### src/rtl/sw_debounce_pkg.sv
// Shared types and default sizing for the switch debouncer.
// Latency: n/a (declarations only).
// Backpressure: n/a.
package sw_debounce_pkg;

    // Per-lane qualification states; 2-bit encoding shared by every lane.
    typedef enum logic [1:0] {
        STABLE_LOW  = 2'd0,
        WAIT_HIGH   = 2'd1,
        STABLE_HIGH = 2'd2,
        WAIT_LOW    = 2'd3
    } deb_state_e;

    localparam int NB_SW_DEF      = 4;
    localparam int NB_COUNTER_DEF = 16;
    localparam int N_STABLE_DEF   = 1000;

endpackage : sw_debounce_pkg

### src/rtl/sw_debounce_bit.sv
// One debounce lane: 2-flop synchronizer, qualification FSM, stability counter, edge pulses.
// Latency: a held raw change reaches o_sw N_STABLE+2 clocks after it is first sampled.
// Backpressure: none; free-running, the outputs are registered levels/pulses.
module sw_debounce_bit
    import sw_debounce_pkg::*;
#(
    parameter int NB_COUNTER = NB_COUNTER_DEF,
    parameter int N_STABLE   = N_STABLE_DEF
) (
    input  logic clock,
    input  logic i_reset,
    input  logic i_sw_raw,
    output logic o_sw,
    output logic o_sw_rise,
    output logic o_sw_fall
);

    // Qualification ends when the counter holds this value, so it never wraps.
    localparam logic [NB_COUNTER-1:0] CNT_LAST = NB_COUNTER'(N_STABLE - 1);

    logic [1:0]            sync_q;
    logic                  s;
    deb_state_e            state_q, state_d;
    logic [NB_COUNTER-1:0] cnt_q, cnt_d;
    logic                  sw_q, sw_d;
    logic                  rise_q, rise_d;
    logic                  fall_q, fall_d;

    assign s = sync_q[1];

    // Bring the asynchronous raw level into the clock domain.
    always_ff @(posedge clock or negedge i_reset) begin
        if (!i_reset) begin
            sync_q <= 2'b00;
        end else begin
            sync_q <= {sync_q[0], i_sw_raw};
        end
    end

    // State, counter and output registers; reset aborts any qualification in flight.
    always_ff @(posedge clock or negedge i_reset) begin
        if (!i_reset) begin
            state_q <= STABLE_LOW;
            cnt_q   <= '0;
            sw_q    <= 1'b0;
            rise_q  <= 1'b0;
            fall_q  <= 1'b0;
        end else begin
            state_q <= state_d;
            cnt_q   <= cnt_d;
            sw_q    <= sw_d;
            rise_q  <= rise_d;
            fall_q  <= fall_d;
        end
    end

    // Next state: a level must stay unchanged for N_STABLE synced cycles to be accepted.
    always_comb begin
        state_d = state_q;
        cnt_d   = cnt_q;
        sw_d    = sw_q;
        rise_d  = 1'b0;
        fall_d  = 1'b0;
        case (state_q)
            STABLE_LOW: begin
                if (s) begin
                    state_d = WAIT_HIGH;
                    cnt_d   = '0;
                end
            end
            WAIT_HIGH: begin
                if (!s) begin
                    state_d = STABLE_LOW;
                    cnt_d   = '0;
                end else if (cnt_q == CNT_LAST) begin
                    state_d = STABLE_HIGH;
                    cnt_d   = '0;
                    sw_d    = 1'b1;
                    rise_d  = 1'b1;
                end else begin
                    cnt_d = cnt_q + 1'b1;
                end
            end
            STABLE_HIGH: begin
                if (!s) begin
                    state_d = WAIT_LOW;
                    cnt_d   = '0;
                end
            end
            WAIT_LOW: begin
                if (s) begin
                    state_d = STABLE_HIGH;
                    cnt_d   = '0;
                end else if (cnt_q == CNT_LAST) begin
                    state_d = STABLE_LOW;
                    cnt_d   = '0;
                    sw_d    = 1'b0;
                    fall_d  = 1'b1;
                end else begin
                    cnt_d = cnt_q + 1'b1;
                end
            end
            default: begin
                state_d = STABLE_LOW;
                cnt_d   = '0;
            end
        endcase
    end

    assign o_sw      = sw_q;
    assign o_sw_rise = rise_q;
    assign o_sw_fall = fall_q;

endmodule : sw_debounce_bit

### src/rtl/sw_debounce.sv
// Multi-lane switch debouncer: NB_SW independent lanes with level and edge-pulse outputs.
// Latency: N_STABLE+2 clocks from first sampling of a held raw change to o_sw.
// Backpressure: none; every lane runs freely every clock.
module sw_debounce
    import sw_debounce_pkg::*;
#(
    parameter int NB_SW      = NB_SW_DEF,
    parameter int NB_COUNTER = NB_COUNTER_DEF,
    parameter int N_STABLE   = N_STABLE_DEF
) (
    input  logic             clock,
    input  logic             i_reset,
    input  logic [NB_SW-1:0] i_sw_raw,
    output logic [NB_SW-1:0] o_sw,
    output logic [NB_SW-1:0] o_sw_rise,
    output logic [NB_SW-1:0] o_sw_fall
);

    // One self-contained lane per switch; no state is shared between lanes.
    for (genvar g = 0; g < NB_SW; g++) begin : g_lane
        sw_debounce_bit #(
            .NB_COUNTER (NB_COUNTER),
            .N_STABLE   (N_STABLE)
        ) u_lane (
            .clock     (clock),
            .i_reset   (i_reset),
            .i_sw_raw  (i_sw_raw[g]),
            .o_sw      (o_sw[g]),
            .o_sw_rise (o_sw_rise[g]),
            .o_sw_fall (o_sw_fall[g])
        );
    end

endmodule : sw_debounce

### config.mk
export PLATFORM = sky130hd
export DESIGN_NAME = sw_debounce
export DESIGN_NICKNAME = d
export VERILOG_FILES = /design/src/rtl/sw_debounce_pkg.sv /design/src/rtl/sw_debounce_bit.sv /design/src/rtl/sw_debounce.sv
export SDC_FILE = /design/constraint.sdc
export NUM_CORES = 1
export LEC_CHECK = 0
export ABC_AREA = 1
export CORE_MARGIN = 10
export CORE_UTILIZATION = 28
export CTS_BUF_LIST = sky130_fd_sc_hd__clkbuf_8
export CTS_CLUSTER_SIZE = 25
export DETAILED_ROUTE_END_ITERATION = 16
export GPL_TIMING_DRIVEN = 0
export MAX_ROUTING_LAYER = met4
export PLACE_DENSITY = 0.46
export REMOVE_ABC_BUFFERS = 1
export SYNTH_ARGS = -nofsm -noshare
export SYNTH_HDL_FRONTEND = slang
export SYNTH_SLANG_ARGS = --single-unit
### constraint.sdc
create_clock -name clock -period 1.5 [get_ports clock]
set_clock_uncertainty 0.2 [all_clocks]
set_input_delay 0.225 -clock clock [delete_from_list [all_inputs] [get_ports clock]]
set_output_delay 0.225 -clock clock [all_outputs]
set_load 0.02 [all_outputs]
# == Word level (Yosys, flattened, before mapping) ==
# Index checks and enable logic that the tools add are counted.
# classes
add_sub_neg,4
n_eq_ne,48
n_mux,92
n_reduce_logical,20
# ops
operator,n
two-way mux 16 bit,20
case mux 16 bit (4 select lines),4
"adder 16 x 1 -> 16 bit, second input constant",4
"== test 16 x 10 -> 1 bit, second input constant",4
two-way mux 2 bit,24
two-way mux 1 bit,36
"!= test 2 x 1 -> 1 bit, second input constant",16
case mux 2 bit (4 select lines),4
AND reduction 5 bit,4
"== test 2 bit, second input constant",8
"!= test 2 bit, second input constant",8
AND reduction 4 bit,4
"!= test 3 x 1 -> 1 bit, second input constant",4
"!= test 3 bit, second input constant",4
"== test 2 x 1 -> 1 bit, second input constant",4
logical NOT 2 bit,4
case mux 1 bit (2 select lines),4
AND reduction 2 bit,4
nonzero test 2 bit,4
# totals
ff_bits,92
inputBits,6
output_inout_bits,12

# == Longest topological paths before layout ==
# Gate-level depths: netlist of the first run.
# logic_depth
word_depth,4
mapped_depth,10
depth_no_buf,10

# == Cells and area by module ==
# From an unflattened synthesis of the first run, not the netlist that was laid out.
# unflattened
cells_unflattened,666
area_unflattened_um2,5282.6
# modules_own_cells
module,n_inst,cells_each,area_each_um2
sw_debounce_bit (g_lane[0].u_lane ...),3,170,1318.8
sw_debounce_bit (g_lane[3].u_lane),1,156,1326.3

# == Least setup slack after synthesis of the first run ==
# No wires, ideal clock.
# synth_timing
kind,register to register
startpoint,register g_lane[2].u_lane.cnt_q[0]
endpoint,register g_lane[2].u_lane.cnt_q[14]
arrival_ns,1.278
t_required_ns,1.180
slack_ns,-0.098
path_stages_with_launch,11
n_path_buf,0
synth_period_minus_slack_ns,1.598
path_cell_list,dfrtp_1 > ha_1 > nand2_2 > inv_2 > nand3_1 > nor2_1 > nand2_2 > nand2_4 > inv_4 > nand3_1 > o21ai_2
# synth_via
elab_chain_cells,4
word_cells_on_any_way,6
# synth_rtl
element,line_no,source
"start, declared",sw_debounce_bit.sv:24,"logic [NB_COUNTER-1:0] cnt_q, cnt_d;"
"start signal, assigned",sw_debounce_bit.sv:50,cnt_q <= cnt_d;
adder 16 x 1 -> 16 bit or == test 16 x 10 -> 1 bit (tied branches),--,
two-way mux 16 bit *,"sw_debounce_bit.sv:75, sw_debounce_bit.sv:94",
two-way mux 16 bit (on tied branches),"sw_debounce_bit.sv:91, sw_debounce_bit.sv:72",
case mux 16 bit (4 select lines) *,sw_debounce_bit.sv:64,case (state_q)
# Every way passes the cells marked *; elsewhere a longest branch is shown, timed or not.
# A chain may end at the register's enable or synchronous reset.

# == Worst setup path in the final report of the first run ==
# layout_timing
startpoint,register g_lane[0].u_lane.cnt_q[1]
endpoint,register g_lane[0].u_lane.cnt_q[3]
# layout_via
elab_chain_cells,4
word_cells_on_any_way,6
# layout_rtl
element,line_no
"start, declared",sw_debounce_bit.sv:24
"start signal, assigned",sw_debounce_bit.sv:50
adder 16 x 1 -> 16 bit or == test 16 x 10 -> 1 bit (tied branches),--
two-way mux 16 bit *,"sw_debounce_bit.sv:75, sw_debounce_bit.sv:94"
two-way mux 16 bit (on tied branches),"sw_debounce_bit.sv:91, sw_debounce_bit.sv:72"
case mux 16 bit (4 select lines) *,sw_debounce_bit.sv:64
# Marked as above.

==> results of run 1 <==
-- layer usage --
metal,track usage,part of all wire
met5,-,0
met2,0.176,0.50
met4,0.0279,0.011
met1,0.134,0.46
met3,0.0312,0.034
-- metrics by stage --
stage / hold slack (ns) / util / setup TNS [ns]
finish: 0.0931 / 0.384 / -8.72
global route: 0.0741 / 0.384 / -17.69
CTS: 0.0705 / 0.356 / -7.84
detailed placement: 0.00521 / 0.306 / -19.34
global placement: 0.133 / 0.304 / -350.19
floorplan: -0.271 / - / -1.90
-- worst paths after layout --
path	start	slack [ns]	endpoint
min in group asynchronous	i_reset	0.13	g_lane[3].u_lane.cnt_q[10]$_DFFE_PN0P_
setup / recovery	g_lane[0].u_lane.cnt_q[1]$_DFFE_PN0P_	-0.19	g_lane[0].u_lane.cnt_q[3]$_DFFE_PN0P_
hold / removal	i_sw_raw[3]	0.09	g_lane[3].u_lane.sync_q[0]$_DFF_PN0_
setup reg to reg	g_lane[0].u_lane.cnt_q[1]$_DFFE_PN0P_	-0.19	g_lane[0].u_lane.cnt_q[3]$_DFFE_PN0P_
max in group asynchronous	i_reset	0.28	g_lane[0].u_lane.cnt_q[6]$_DFFE_PN0P_
hold reg to reg	g_lane[0].u_lane.sync_q[0]$_DFF_PN0_	0.15	g_lane[0].u_lane.sync_q[1]$_DFF_PN0_
-- area by class of cell --
cell class              instances  area, um2  share of cell area
multi-input cells             452       3110               0.448
flip-flops and latches         92       2310               0.333
repair buffers                 71        628              0.0905
inverters                      92        392              0.0564
well taps                     229        287              0.0413
clock buffers                   9        124              0.0178
clock inverters                 4       68.8             0.00991
repair inverters                2       16.3             0.00234
-- power by group through the flow --
stage | sequential [mW] | combinational, mW | clock (mW)
6_report | 2.69 | 1.08 | 1.80
5_1_grt | 2.70 | 1.17 | 1.99
4_1_cts | 2.68 | 0.909 | 1.87
3_5_place_dp | 2.73 | 0.528 | 0
3_3_place_gp | 2.73 | 0.516 | 0
2_1_floorplan | 2.71 | 0.333 | 0
-- flip-flops by register name, summed over array words and instances, names as in the netlist, named ones only --
name,cells
g_lane.u_lane.cnt_q,64
g_lane.u_lane.o_sw,4
g_lane.u_lane.o_sw_fall,4
g_lane.u_lane.o_sw_rise,4
g_lane.u_lane.state_q,4
g_lane.u_lane.sync_q,8
-- logic make-up (layout without fill, tap and decap cells) --
| family | count (synthesis) | in the layout |
|---|---|---|
| xor gates and xnor gates | 24 | 24 |
| adders and majority gates | 4 | 4 |
| buffers and inverters | 109 | 178 |
| DFF | 92 | 92 |
| AOI/OAI and AO/OA | 82 | 82 |
| and+or+nand+nor | 340 | 342 |
-- timing repair --
| action | 4_1_cts | 5_1_grt |
|---|---|---|
| cloned | 4 | 0 |
| resized for setup | 145 | 119 |
| setup endpoints to repair | 95 | 91 |
| endpoints found under the hold margin | 31 | 0 |
| pin swaps | 46 | 42 |
| buffers inserted | 33 | 20 |
| hold buffers | 1 | 0 |
-- layout by cell type (no fill, tap or decap), drive strengths merged, types with 4 or more instances in the layout --
cell,n
buf,59
nor3,17
inv,91
nand2,169
ha,4
nor2,60
dfrtp,92
clkdlybuf4s50,4
nand4,23
nand3,70
a21oi,10
o21ai,56
xnor2,7
clkbuf,13
o22ai,12
xor2,17
-- critical path: stages (launching register included) --
cell	delay, ns
dfrtp_1	0.37
ha_2	0.19
nand2_2	0.06
inv_2	0.10
nand3_4	0.08
nor2_4	0.14
nand3_4	0.17
nand2_8	0.17
o22ai_4	0.08
==> run_results.csv, run 1 <==
group,metric,value,unit
status,status,"finished, violations left",
status,violations,"negative setup slack",
power,power_frac_clock,0.323,
clock_tree,cts_max_level,3,
synthesis,synth_top_family_by_area,"simple AND/OR/NAND/NOR gates",
worst_setup_path,start_kind,"flop",
drt,drt-initial-drc-count,278,
worst_setup_path,critPathMaxFanout,7,
synthesis,synth_seq_cells,92,
die,core_area,18100,um2
power,p_leak,3.05,nW
final_layout,drive_above_1_share,0.392,
global_routing,track_usage,0.110,
sta,hold_violations,0,
worst_hold_path,min_path_type,"input pin to flop",
power,swShare,0.301,
synthesis,synth-xor-area-share,0.0406,
placed_design,placedCellCount,881,
synthesis,synth_most_common_cell,"nand2_1",
sta,drv_slew,0,
global_routing,overflow,0,
clock_tree,cts_made_buffers,9,
sta,fin_crit,1.69,ns
die,dieHeight,156,um
die,initial_core_util,0.286,
synthesis,synth_top_cell_by_area,"dfrtp_1",
synthesis,ys_async_sr_fraction,1.00,
power,power_frac_comb,0.194,
drt,wl,13.1,mm
final_layout,syn_to_final_growth,34.2,%
worst_hold_path,hold_depth,1,
sta,worst_slew_pin_slew,0.436,ns
clock_tree,cts_tree,"built",
synthesis,synth_commonest_cells,"nand2_1, dfrtp_1, inv_1, nand3_1, nor2_1",
sta,setup_viol,78,
sta,fmax,0.593,GHz
worst_setup_path,arrival,1.74,ns
drt,wl_per_cell,13.8,um
synthesis,ys.flop_type,"dfrtp_1",
clock_tree,cts_root_buf,"clkbuf_8",
sta,rsz0062_at_grt,"yes",
global_routing,grt_antenna_before_repair,0,
die,dieArea,24300,um2
worst_setup_path,required,1.56,ns
power,power.net_switching,1.67,mW
sta,fin_crit_sh,1.12,
placed_design,dp_hpwl,8.02,mm
global_routing,grt_max_degree,62,
final_layout,fillers,1838,
power,p_per_area,801,nW/um2
final_layout,layout.nets,730,
synthesis,synth_compound_area_frac,0.0877,
power,intPower,3.89,mW
synthesis,synthCells,651,
synthesis,seq_area_frac_synth,0.445,
global_routing,grt_pass1_wl,21.6,mm
final_layout,n_antenna_cell,0,
placed_design,gp_congestion,0.840,
synthesis,synth.area.top_cells,"dfrtp_1, nand2_1, inv_1",
sta,slew_headroom,0.707,
worst_setup_path,r2r.worst_path.cells,8,
synthesis,synth-edff-count,0,
placed_design,dpl_cell_area,5530,um2
synthesis,yosys.area.top_type_share,0.445,
drt,drc_errors,0,
worst_setup_path,end_kind,"flop",
job,max-cap-violations,0,
drt,route.vias.total,4563,
power,total_power,5.56,mW
synthesis,yosysWarnings,0,
synthesis,synth_adder_area_share,0.00967,
power,power_frac_seq,0.483,
synthesis,synth_area,5180,um2
worst_setup_path,worstSetupPathType,"flop to flop",
global_routing,grt_pass1_vias,4425,
drt,viasPerCell,4.80,
final_layout,fin_cells,951,
clock_tree,path_clk_slew,0.09,ns
drt,ant_nets,0,
placed_design,port_buffers,17,
die,fp-row-count,49,
sta,worst_slack,-0.187,ns
clock_tree,clk_latency,0.38,ns
final_layout,final_cell_area,6940,um2
clock_tree,clockBufferDepth,2,
placed_design,pre_cts_slack,-0.401,ns
clock_tree,clock_sinks,92,
synthesis,synthSimpleGateAreaFrac,0.324,
die,ioPinCount,18,
synthesis,muxShareOfSynthArea,0,
synthesis,ys_types,37,
drt,dr.pass1.iters,5,
synthesis,syn_area_per_cell,7.95,um2
die,die_x,156,um
power,vdd_drop_max,446,uV
No activity file was read; power rests on OpenSTA's default activity.
==> run 2: changes to the inputs <==
GPL_TIMING_DRIVEN = not set   (was 0)
==> run 2 against run 1 <==
Register-to-register slack gained 0.02 ns; the flow still finishes with violations (negative setup slack); critical endpoint is now g_lane[2].u_lane.cnt_q[4]$_DFFE_PN0P_; sequential cell count unchanged; power increased by 4.1%; worst hold slack lost 0.014 ns.
==> run_results.csv, run 2 (synthesis gave the netlist of run 1 again) <==
group,metric,value,unit
sta,setup_tns,-6.09,ns
die,die_x,156,um
worst_setup_path,cp_num_buf_inv,2,
final_layout,final_cell_area,7700,um2
worst_setup_path,slowest_delay,0.38,ns
drt,wl_per_cell,12.9,um
drt,route.met2.wl,6.81,mm
clock_tree,path_clk_slew,0.11,ns
placed_design,gp_congestion,0.840,
final_layout,reg_top3,"g_lane.u_lane.cnt_q (64), g_lane.u_lane.sync_q (8)",
global_routing,grt_max_degree,26,
die,fp-row-count,49,
power,p_per_area,752,nW/um2
final_layout,largest_register_ffs,64,
drt,ant_nets,0,
sta,worst_slew_pin_slew,0.400,ns
die,ioPinCount,18,
final_layout,mostFrequentLayoutCells,"buf_4, nand2_1, dfrtp_1, inv_1, nand3_1",
sta,fmax,0.601,GHz
placed_design,port_buffers,17,
sta,rsz0062_at_grt,"yes",
sta,setup_viol,68,
clock_tree,clk_latency,0.39,ns
worst_setup_path,end_kind,"flop",
worst_setup_path,cpMostUsedCell,"nand2_4",
global_routing,track_usage,0.118,
worst_setup_path,crit_chain,"ha_2 -> nand2_4 -> inv_2 -> nand3_4 -> nor2_4 -> nand2_4 -> nand2_4 -> inv_6 -> nand3_1 -> o21ai_1",
final_layout,post-route-util,0.426,
worst_setup_path,critPathSlowestCell,"dfrtp_1",
die,dieHeight,156,um
global_routing,grt_pass1_wl,23.0,mm
sta,hold_violations,0,
status,status,"finished, violations left",
sta,fin_crit,1.66,ns
drt,dr.pass1.iters,4,
clock_tree,clock_sinks,92,
worst_setup_path,worstSetupPathType,"flop to flop",
clock_tree,cts_root_buf,"clkbuf_8",
worst_setup_path,arrival,1.75,ns
drt,drc_errors,0,
global_routing,grt_antenna_before_repair,0,
drt,m1WireLength,6.33,mm
worst_setup_path,required,1.59,ns
clock_tree,cts_max_level,3,
power,p_leak,3.55,nW
final_layout,drive_above_1_share,0.445,
sta,drv_slew,0,
worst_setup_path,start_kind,"flop",
power,vdd_drop_max,850,uV
sta,fin_crit_sh,1.11,
die,dieArea,24300,um2
drt,top_layer,"met4",
drt,route.vias.total,4829,
placed_design,dp_hpwl,9.71,mm
drt,wl,13.7,mm
worst_hold_path,min_path_type,"input pin to flop",
job,max-cap-violations,0,
die,initial_core_util,0.286,
worst_setup_path,critPathMaxFanout,7,
final_layout,final_common_cell,"buf_4",
final_layout,syn_to_final_growth,48.8,%
clock_tree,cts_made_buffers,9,
sta,worst_slack,-0.165,ns
global_routing,grt_pass1_vias,4822,
status,violations,"negative setup slack",
final_layout,n_antenna_cell,0,
final_layout,regMostFlops,"g_lane.u_lane.cnt_q",
final_layout,layout.nets,836,
power,total_power,5.79,mW
drt,viasPerCell,4.56,
placed_design,dpl_cell_area,6530,um2
clock_tree,clockBufferDepth,2,
drt,drt-initial-drc-count,237,
drt,wl_met3,380,um
clock_tree,cts_tree,"built",
worst_setup_path,critical-path-top-delay-family,"simple AND/OR/NAND/NOR gates",
global_routing,overflow,0,
die,core_area,18100,um2
sta,slew_headroom,0.733,
[run 2: changes by cell type in the layout (fill, tap and decap cells not counted), sizes merged]
cell,delta
clkdlybuf4s15,+1
clkinv,+1
clkinvlp,-1
nand2,-1
buf,+109
[run 2: worst reg2reg max path, stage by stage, from the launching register on]
cell	delay, ns
dfrtp_1	0.38
ha_2	0.22
nand2_4	0.07
inv_2	0.07
nand3_4	0.07
nor2_4	0.13
nand2_4	0.10
nand2_4	0.14
inv_6	0.07
nand3_1	0.06
o21ai_1	0.06
[run 2: path summary, 6_finish.rpt]
check,from,endpoint,slack (ns),cells past startpoint
min in group asynchronous,i_reset,g_lane[3].u_lane.cnt_q[14]$_DFFE_PN0P_,0.09,2
min,i_sw_raw[0],g_lane[0].u_lane.sync_q[0]$_DFF_PN0_,0.08,1
min reg2reg,g_lane[0].u_lane.sync_q[0]$_DFF_PN0_,g_lane[0].u_lane.sync_q[1]$_DFF_PN0_,0.17,0
max reg2reg,g_lane[2].u_lane.cnt_q[0]$_DFFE_PN0P_,g_lane[2].u_lane.cnt_q[4]$_DFFE_PN0P_,-0.16,10
max,g_lane[2].u_lane.cnt_q[0]$_DFFE_PN0P_,g_lane[2].u_lane.cnt_q[4]$_DFFE_PN0P_,-0.16,10
max in group asynchronous,i_reset,g_lane[1].u_lane.cnt_q[3]$_DFFE_PN0P_,0.51,3
[run 2: stage by stage]
stage	cells	hold slack (ns)	setup slack [ns]
after floorplan	634	-0.271	-0.0978
after CTS	1040	0.0486	-0.130
after detailed placement	1011	-0.0145	-0.215
after global placement	1011	-0.0146	-0.152
after global routing	1060	0.0703	-0.254
final	1060	0.0793	-0.165
[run 2: repair_timing]
item	CTS	global route
resized for setup	146	93
buffers inserted	12	20
gates cloned	1	0
pin swaps	43	35
endpoints found under the setup margin	94	88
hold buffers	1	0
hold endpoints to repair	92	0
[run 2: routing by layer]
layer / global-route usage / vias to the layer above
li1: - / 2458
met2: 0.195 / 48
met5: - / -
met3: 0.0265 / 13
met1: 0.141 / 2310
met4: 0.0328 / 0
[run 2: area by class of cell]
class	instances	area, um2
fill	1778	10400
multi-input combinational	451	3000
sequential	92	2300
timing repair buffer	180	1500
inverter	92	379
tap	229	287
clock buffer	10	138
clock inverter	6	93.8
[run 2: power breakdown]
group          switching (mW)  leakage (nW)  total (mW)  internal [mW]
clock network            1.01         0.119        2.02           1.00
logic                   0.617          2.18        1.12          0.499
registers              0.0804          1.25        2.66           2.58
total                    1.71          3.55        5.79           4.08
